==> config.mk <==
export PLATFORM = sky130hd
export DESIGN_NAME = reg_incr_nstage_pipe
export DESIGN_NICKNAME = d
export VERILOG_FILES = /design/src/rtl/reg_incr_pkg.sv /design/src/rtl/reg_incr_pipe_stage.sv /design/src/rtl/reg_incr_nstage_pipe.sv
export SDC_FILE = /design/constraint.sdc
export NUM_CORES = 1
export LEC_CHECK = 0
export BUFFER_PORTS_ARGS = -buffer_cell sky130_fd_sc_hd__buf_2
export CORE_ASPECT_RATIO = 0.6
export CORE_MARGIN = 1
export CORE_UTILIZATION = 25
export DETAILED_ROUTE_END_ITERATION = 6
export SLEW_MARGIN = 20
export SYNTH_ARGS = -nofsm -noshare
export SYNTH_HDL_FRONTEND = slang
export SYNTH_HIERARCHICAL = 1
export SYNTH_SLANG_ARGS = --single-unit
export TNS_END_PERCENT = 20
==> constraint.sdc <==
create_clock -name clk -period 3.7 [get_ports clk]
set_input_delay 0.37 -clock clk [delete_from_list [all_inputs] [get_ports clk]]
set_output_delay 0.37 -clock clk [all_outputs]
set_load 0.02 [all_outputs]
==> src/rtl/reg_incr_pkg.sv <==
// Shared types and helpers for the registered N-stage incrementer.
// REG_INCR_NSTAGE_PIPE_SAT_EN selects saturating instead of wrapping add.
package reg_incr_pkg;

   localparam int unsigned XW = 64;

   function automatic int unsigned cnt_w(input int unsigned n);
      return $clog2(n + 1);
   endfunction

   function automatic logic [XW-1:0] lo_mask(input int unsigned w);
      return (w >= XW) ? '1 : ((XW'(1) << w) - XW'(1));
   endfunction

   function automatic logic [XW-1:0] incr_wrap(
      input logic [XW-1:0] x,
      input logic [XW-1:0] amt,
      input int unsigned   w
   );
      return (x + amt) & lo_mask(w);
   endfunction

   function automatic logic [XW-1:0] incr_sat(
      input logic [XW-1:0] x,
      input logic [XW-1:0] amt,
      input int unsigned   w
   );
      logic [XW:0] s;
      s = {1'b0, x} + {1'b0, amt};
      return (s > {1'b0, lo_mask(w)}) ? lo_mask(w) : s[XW-1:0];
   endfunction

   function automatic logic [XW-1:0] incr(
      input logic [XW-1:0] x,
      input logic [XW-1:0] amt,
      input int unsigned   w
   );
`ifdef REG_INCR_NSTAGE_PIPE_SAT_EN
      return incr_sat(x, amt, w);
`else
      return incr_wrap(x, amt, w);
`endif
   endfunction

endpackage

==> src/rtl/reg_incr_pipe_stage.sv <==
// One pipeline stage: valid + message register loaded with incr(src) on go.
// Arithmetic mode follows REG_INCR_NSTAGE_PIPE_SAT_EN via the package.
module reg_incr_pipe_stage
   import reg_incr_pkg::*;
#(
   parameter int unsigned WIDTH    = 8,
   parameter int unsigned INCR_AMT = 1
) (
   input  logic             clk,
   input  logic             reset,
   input  logic             go,
   input  logic             in_val,
   input  logic [WIDTH-1:0] in_msg,
   output logic             val,
   output logic [WIDTH-1:0] msg
);

   typedef struct packed {
      logic             val;
      logic [WIDTH-1:0] msg;
   } stage_t;

   stage_t           q;
   logic [WIDTH-1:0] nxt;

   assign nxt = WIDTH'(incr(XW'(in_msg), XW'(INCR_AMT), WIDTH));

   always_ff @(posedge clk) begin
      if (reset) begin
         q <= '0;
      end else if (go) begin
         q <= {in_val, nxt};
      end
   end

   assign val = q.val;
   assign msg = q.msg;

endmodule

==> src/rtl/reg_incr_nstage_pipe.sv <==
// N-stage registered incrementer with val/rdy, bubble collapsing, occupancy.
// Define REG_INCR_NSTAGE_PIPE_SAT_EN for saturating arithmetic.
module reg_incr_nstage_pipe
   import reg_incr_pkg::*;
#(
   parameter int unsigned WIDTH    = 8,
   parameter int unsigned NSTAGES  = 2,
   parameter int unsigned INCR_AMT = 1
) (
   input  logic                           clk,
   input  logic                           reset,
   input  logic                           in_val,
   output logic                           in_rdy,
   input  logic [WIDTH-1:0]               in_msg,
   output logic                           out_val,
   input  logic                           out_rdy,
   output logic [WIDTH-1:0]               out_msg,
   output logic [$clog2(NSTAGES+1)-1:0]   count
);

   localparam int unsigned CW = cnt_w(NSTAGES);

   logic [NSTAGES-1:0] val;
   logic [NSTAGES-1:0] go;
   logic [WIDTH-1:0]   msg [NSTAGES];
   logic               in_xfer;
   logic               out_xfer;

   // Ready ripples back from the sink; any empty slot lets upstream advance.
   always_comb begin
      logic g;
      g  = out_rdy;
      go = '0;
      for (int i = NSTAGES - 1; i >= 0; i--) begin
         g     = g | ~val[i];
         go[i] = g;
      end
   end

   for (genvar i = 0; i < NSTAGES; i++) begin : g_stage
      if (i == 0) begin : g_head
         reg_incr_pipe_stage #(
            .WIDTH    (WIDTH),
            .INCR_AMT (INCR_AMT)
         ) u_stage (
            .clk    (clk),
            .reset  (reset),
            .go     (go[i]),
            .in_val (in_val),
            .in_msg (in_msg),
            .val    (val[i]),
            .msg    (msg[i])
         );
      end else begin : g_body
         reg_incr_pipe_stage #(
            .WIDTH    (WIDTH),
            .INCR_AMT (INCR_AMT)
         ) u_stage (
            .clk    (clk),
            .reset  (reset),
            .go     (go[i]),
            .in_val (val[i-1]),
            .in_msg (msg[i-1]),
            .val    (val[i]),
            .msg    (msg[i])
         );
      end
   end

   assign in_rdy   = go[0];
   assign out_val  = val[NSTAGES-1];
   assign out_msg  = msg[NSTAGES-1];
   assign in_xfer  = in_val & in_rdy;
   assign out_xfer = out_val & out_rdy;

   always_ff @(posedge clk) begin
      if (reset) begin
         count <= '0;
      end else if (in_xfer && !out_xfer) begin
         count <= count + CW'(1);
      end else if (!in_xfer && out_xfer) begin
         count <= count - CW'(1);
      end
   end

endmodule

### Word-level counts from Yosys, hierarchy flattened

Index checks and enable logic that the tools add are counted.

* flip-flop bits (word level): 20
* logic and storage cells: 22
* output and inout port bits: 12
* input bits: 12

* bitwise operators: 6
* reductions and logical operators: 5
* add/sub/neg operators: 4
* muxes and demuxes: 2

Operator list (count)
* 8-bit by 1-bit adder with 8-bit output, second input constant: 2
* 2-bit two-way mux: 2
* 2-bit by 1-bit adder with 2-bit output, second input constant: 1
* 1-bit bitwise AND: 2
* 1-bit logical AND: 2
* 1-bit zero test: 2
* 1-bit inverter: 2
* 1-bit OR: 2
* 2-bit nonzero test: 1
* 2-bit by 1-bit subtractor with 2-bit output, second input constant: 1

### Depth between registers and ports, before layout

* depth in word-level cells: 8
* gate-level depth with buffers: 6
* depth with buffers taken out: 6

### Hierarchy

The synthesis kept the hierarchy.

By module, submodules not included
* reg_incr_pipe_stage: sequential area each 180.2 um2, cells each 46, area each 414.1 um2, instances 2
* reg_incr_nstage_pipe: sequential area each 40.0 um2, cells each 13, area each 113.9 um2, instances 1

### Worst setup path after synthesis

OpenSTA, ideal clock, no wires.

* kind: reg-to-reg
* start: reg g_stage[1].g_body.u_stage.q (netlist bit g_stage[1].g_body.u_stage/val)
* end: reg count[1]
* path slack: 1.848 ns
* period minus slack after synthesis: 1.852 ns
* path buffers: 0
* arrival: 1.782 ns
* cell stages (with the launch flop): 6
* required time: 3.630 ns
* setup time: 0.070 ns
* path through: dfxtp_1 nand3b_1 and2_1 ha_1 or3_1 a21oi_1

* longest elaborated chain between the ends: 7
* elaborated cells on any way between the ends: 11
* those cells by class: mux (1); bitwise (5); reduce/logical (5)

RTL lines
* start: declaration: line reg_incr_pipe_stage.sv:23 `stage_t q;`
* start signal: assignment: line reg_incr_pipe_stage.sv:32 `q <= {in_val, nxt};`
* 1-bit inverter *: line reg_incr_nstage_pipe.sv:35 `g = g | ~val[i];`
* 1-bit OR * (2 in a row): line reg_incr_nstage_pipe.sv:35
* named net in_rdy: line reg_incr_nstage_pipe.sv:13 `output logic in_rdy,`
* 1-bit bitwise AND *: line reg_incr_nstage_pipe.sv:73 `assign in_xfer = in_val & in_rdy;`
* 1-bit zero test: line reg_incr_nstage_pipe.sv:81 `end else if (!in_xfer && out_xfer) begin`
* 1-bit logical AND: line reg_incr_nstage_pipe.sv:81
* 2-bit nonzero test (no line)
* end signal: assignment: line reg_incr_nstage_pipe.sv:80 `count <= count + CW'(1);`
* end signal: assignment: line reg_incr_nstage_pipe.sv:82 `count <= count - CW'(1);`
* end: declaration: line reg_incr_nstage_pipe.sv:18 `output logic [$clog2(NSTAGES+1)-1:0] count`

Mark *: on every way through the listed nets, which the timed path passes. The rest lies on a longest branch.
A chain may end at the register's enable or synchronous reset.

### Worst setup path after layout

* start: reg g_stage[1].g_body.u_stage.q (netlist bit g_stage[1].g_body.u_stage/val)
* end: reg count[1]

* longest elaborated chain between the ends: 7
* elaborated cells on any way between the ends: 11
* those cells by class: mux (1); bitwise (5); reduce/logical (5)

RTL lines (line)
* 1-bit inverter: reg_incr_nstage_pipe.sv:35
* 1-bit OR (2 in a row): reg_incr_nstage_pipe.sv:35
* 1-bit bitwise AND: reg_incr_nstage_pipe.sv:73
* 1-bit zero test: reg_incr_nstage_pipe.sv:81
* 1-bit logical AND: reg_incr_nstage_pipe.sv:81
* 2-bit nonzero test (no line)

Parallel ways exist; a longest one is shown, timed or not.

==> results.py <==
metrics = {
    "status": {
        "outcome": "finished, final reports clean",
    },
    "timing": {
        "finalHoldViolCount": 0,
        "clock_skew_ps": 6.97,
        "slew_headroom": 0.566,
        "fmax_ghz": 0.469,
        "min_period_over_period": 0.576,
        "worst_slew_pin_slew_ps": 649,
        "slew_viol_final": 0,
        "fin_crit_ps": 2130,
        "finalSetupViolCount": 0,
        "fin_tns_setup_ps": 0,
        "rsz0062_at_grt": "false",
    },
    "placement": {
        "routabilityCongestion": 0.775,
        "place_area_um2": 1090,
        "dp_hpwl_um": 1490,
        "place.port_buffers": 23,
    },
    "die": {
        "die_area_um2": 4030,
        "die_w_um": 81.3,
        "num_rows": 16,
        "start_util": 0.275,
        "io-pin-count": 24,
        "core_um2": 3420,
        "floorplan.die.height_um": 49.6,
    },
    "worst_setup_path": {
        "timing.rr.start": "g_stage[1].g_body.u_stage/val",
        "cp.required_ps": 3890,
        "critPathMaxFanout": 18,
        "end_kind": "flop",
        "r2r_end": "count[1]",
        "critPathLaunchType": "flop",
        "criticalPathCategory": "flop to flop",
        "ff2ff_setup_slack_ps": 1570,
        "arrival_ps": 2320,
        "r2r_cells": 5,
        "critPathLaunch": "g_stage[1].g_body.u_stage/val",
    },
    "synth": {
        "netlist_top_cells_count": "dfxtp_1, nor2_1, a211oi_1, o21ai_0, or3_1",
        "yosys_most_used_dff": "dfxtp_1",
        "synth_edf_count": 0,
        "yosysTopAreaCellShare": 0.425,
        "synth.distinct_cells": 21,
        "syn_avg_cell_area_um2": 8.97,
        "synth_most_common_cell": "dfxtp_1",
        "syn_area_um2": 942,
        "synth_seq_area_share": 0.425,
        "syn_inst": 105,
        "ys_top_cells_by_area": "dfxtp_1, nor2_1, a211oi_1",
        "synth_seq_cells": 20,
        "async_flop_share": 0,
        "synth_top_area_cell": "dfxtp_1",
        "synth_nets": 120,
        "yosysWarnings": 6,
    },
    "clock_tree": {
        "cts-htree-levels": 1,
        "clock_path_buffers": 2,
        "cts-buffers-inserted": 3,
        "post_cts_buffers": 0,
        "cts_tree": "done",
        "ctsResizeCount": 0,
        "path_clk_slew_ps": 60,
        "holdBufCountCts": 0,
        "clock-sinks": 20,
        "cts-root-buf": "clkbuf_8",
        "clock_latency_ps": 260,
    },
    "power_and_ir_drop": {
        "ir_drop_mv": 0.121,
        "p_per_area_nw_per_um2": 403,
        "p_leak_nw": 0.467,
    },
    "finish": {
        "multi_input_area_um2": 517,
        "finalNetCount": 142,
        "final_area_um2": 1130,
        "antennaDiodeCount": 0,
        "regArea_um2": 400,
        "fillers": 348,
        "syn_to_final_growth_pct": 19.9,
        "drive_gt1_frac": 0.240,
        "post-route-util": 0.330,
    },
    "run": {
        "drv_cap": 0,
    },
    "min_path": {
        "hp-class": "input port to flop",
        "hold_start": "in_msg[0]",
        "whs_path_depth": 2,
        "holdPathEnd": "g_stage[0].g_head.u_stage/msg[0]",
    },
    "grt": {
        "grt_pass1_wl_um": 3280,
        "grtUsageTotal": 0.113,
        "antenna_found_initial": 0,
        "grt_max_degree": 21,
        "grt_remaining_overflow": 0,
        "grt_pass1_vias": 738,
    },
    "detailed_routing": {
        "detail_route.vias_per_cell": 4.71,
        "wirelength_um": 1890,
        "ant_nets": 0,
        "firstDrtPassIters": 4,
        "drt_iter0_markers": 12,
        "vias": 800,
        "routedWlPerCell_um": 11.1,
        "drc_errors": 0,
    },
}
[cell type report]
| type | count | share of cell area |
|---|---|---|
| multi-input cells | 79 | 0.457 |
| repair buffers | 23 | 0.102 |
| clock buffers | 3 | 0.0365 |
| well taps | 45 | 0.0498 |
| flip-flops and latches | 20 | 0.354 |
[worst max-delay path by stage]
stage          slack (ps)  cells after the start  endpoint
2_1_floorplan        1850                      5  count[1]
3_3_place_gp         1470                      6  count[1]
3_5_place_dp         1430                      6  count[1]
4_1_cts              1580                      5  count[1]
5_1_grt              1390                      5  count[1]
6_report             1570                      5  count[1]
[cells by family (layout without fill, tap and decap cells)]
logic type,after synthesis,after routing,share of synthesized area
AO/OA/AOI/OAI,22,22,0.162
adder cells (fa/ha/maj),3,3,0.0398
flip-flops,20,20,0.425
multiplexers,4,4,0.0425
XOR/XNOR,8,8,0.0744
buffers and inverters,6,26,0.0266
AND/OR/NAND/NOR,42,42,0.230
[stage by stage]
| step | setup WS, ps | hold WS (ps) | total power, W | cells |
|---|---|---|---|---|
| floorplan | 1850 | 439 | 0.000293 | 105 |
| detailed placement | 1430 | 477 | 0.000321 | 167 |
| global route | 1390 | 373 | 0.000482 | 170 |
| finish | 1570 | 366 | 0.000455 | 170 |
| CTS | 1580 | 358 | 0.000461 | 170 |
| global placement | 1470 | 475 | 0.000319 | 167 |
[where the power goes]
group	switching (W)	leakage, nW	total [W]	internal [W]
logic	0.0000397	0.280	0.0000689	0.0000292
registers	0.0000146	0.166	0.000246	0.000232
clock network	0.0000673	0.0216	0.000140	0.0000725
[routing by layer]
layer	global-route usage	up-vias	routed length [µm]
li1	-	423	-
met1	0.140	355	958
met2	0.158	18	748
met3	0.0519	4	148
met4	0.0625	0	38
met5	0	-	0
[cells in the final DEF (no fill, tap or decap)]
master / instances
mux2i_1: 4
xor2_1: 6
xnor2_1: 2
buf_2: 23
o21ai_0: 7
nand3_2: 4
dfxtp_1: 20
and2_1: 1
nand3_1: 2
clkbuf_8: 3
nor2_1: 19
nand3b_1: 1
nand4_1: 2
nand2b_1: 1
a21oi_1: 1
a311oi_1: 6
ha_1: 3
a211oi_1: 8
or3_1: 7
nand2_1: 5
[flip-flops by register name, summed over array words and instances (netlist names)]
signal / cells
g_stage.g_head.u_stage/msg: 8
g_stage.g_body.u_stage/val: 1
count: 2
g_stage.g_body.u_stage/msg: 8
g_stage.g_head.u_stage/val: 1
[worst max-delay path, cell delays in order, from the launching register on]
cell      delay, ps
dfxtp_1         380
nand3b_1        480
and2_1          370
ha_1            330
or3_1           380
a21oi_1         130
Power figures use the tool's default switching activity.
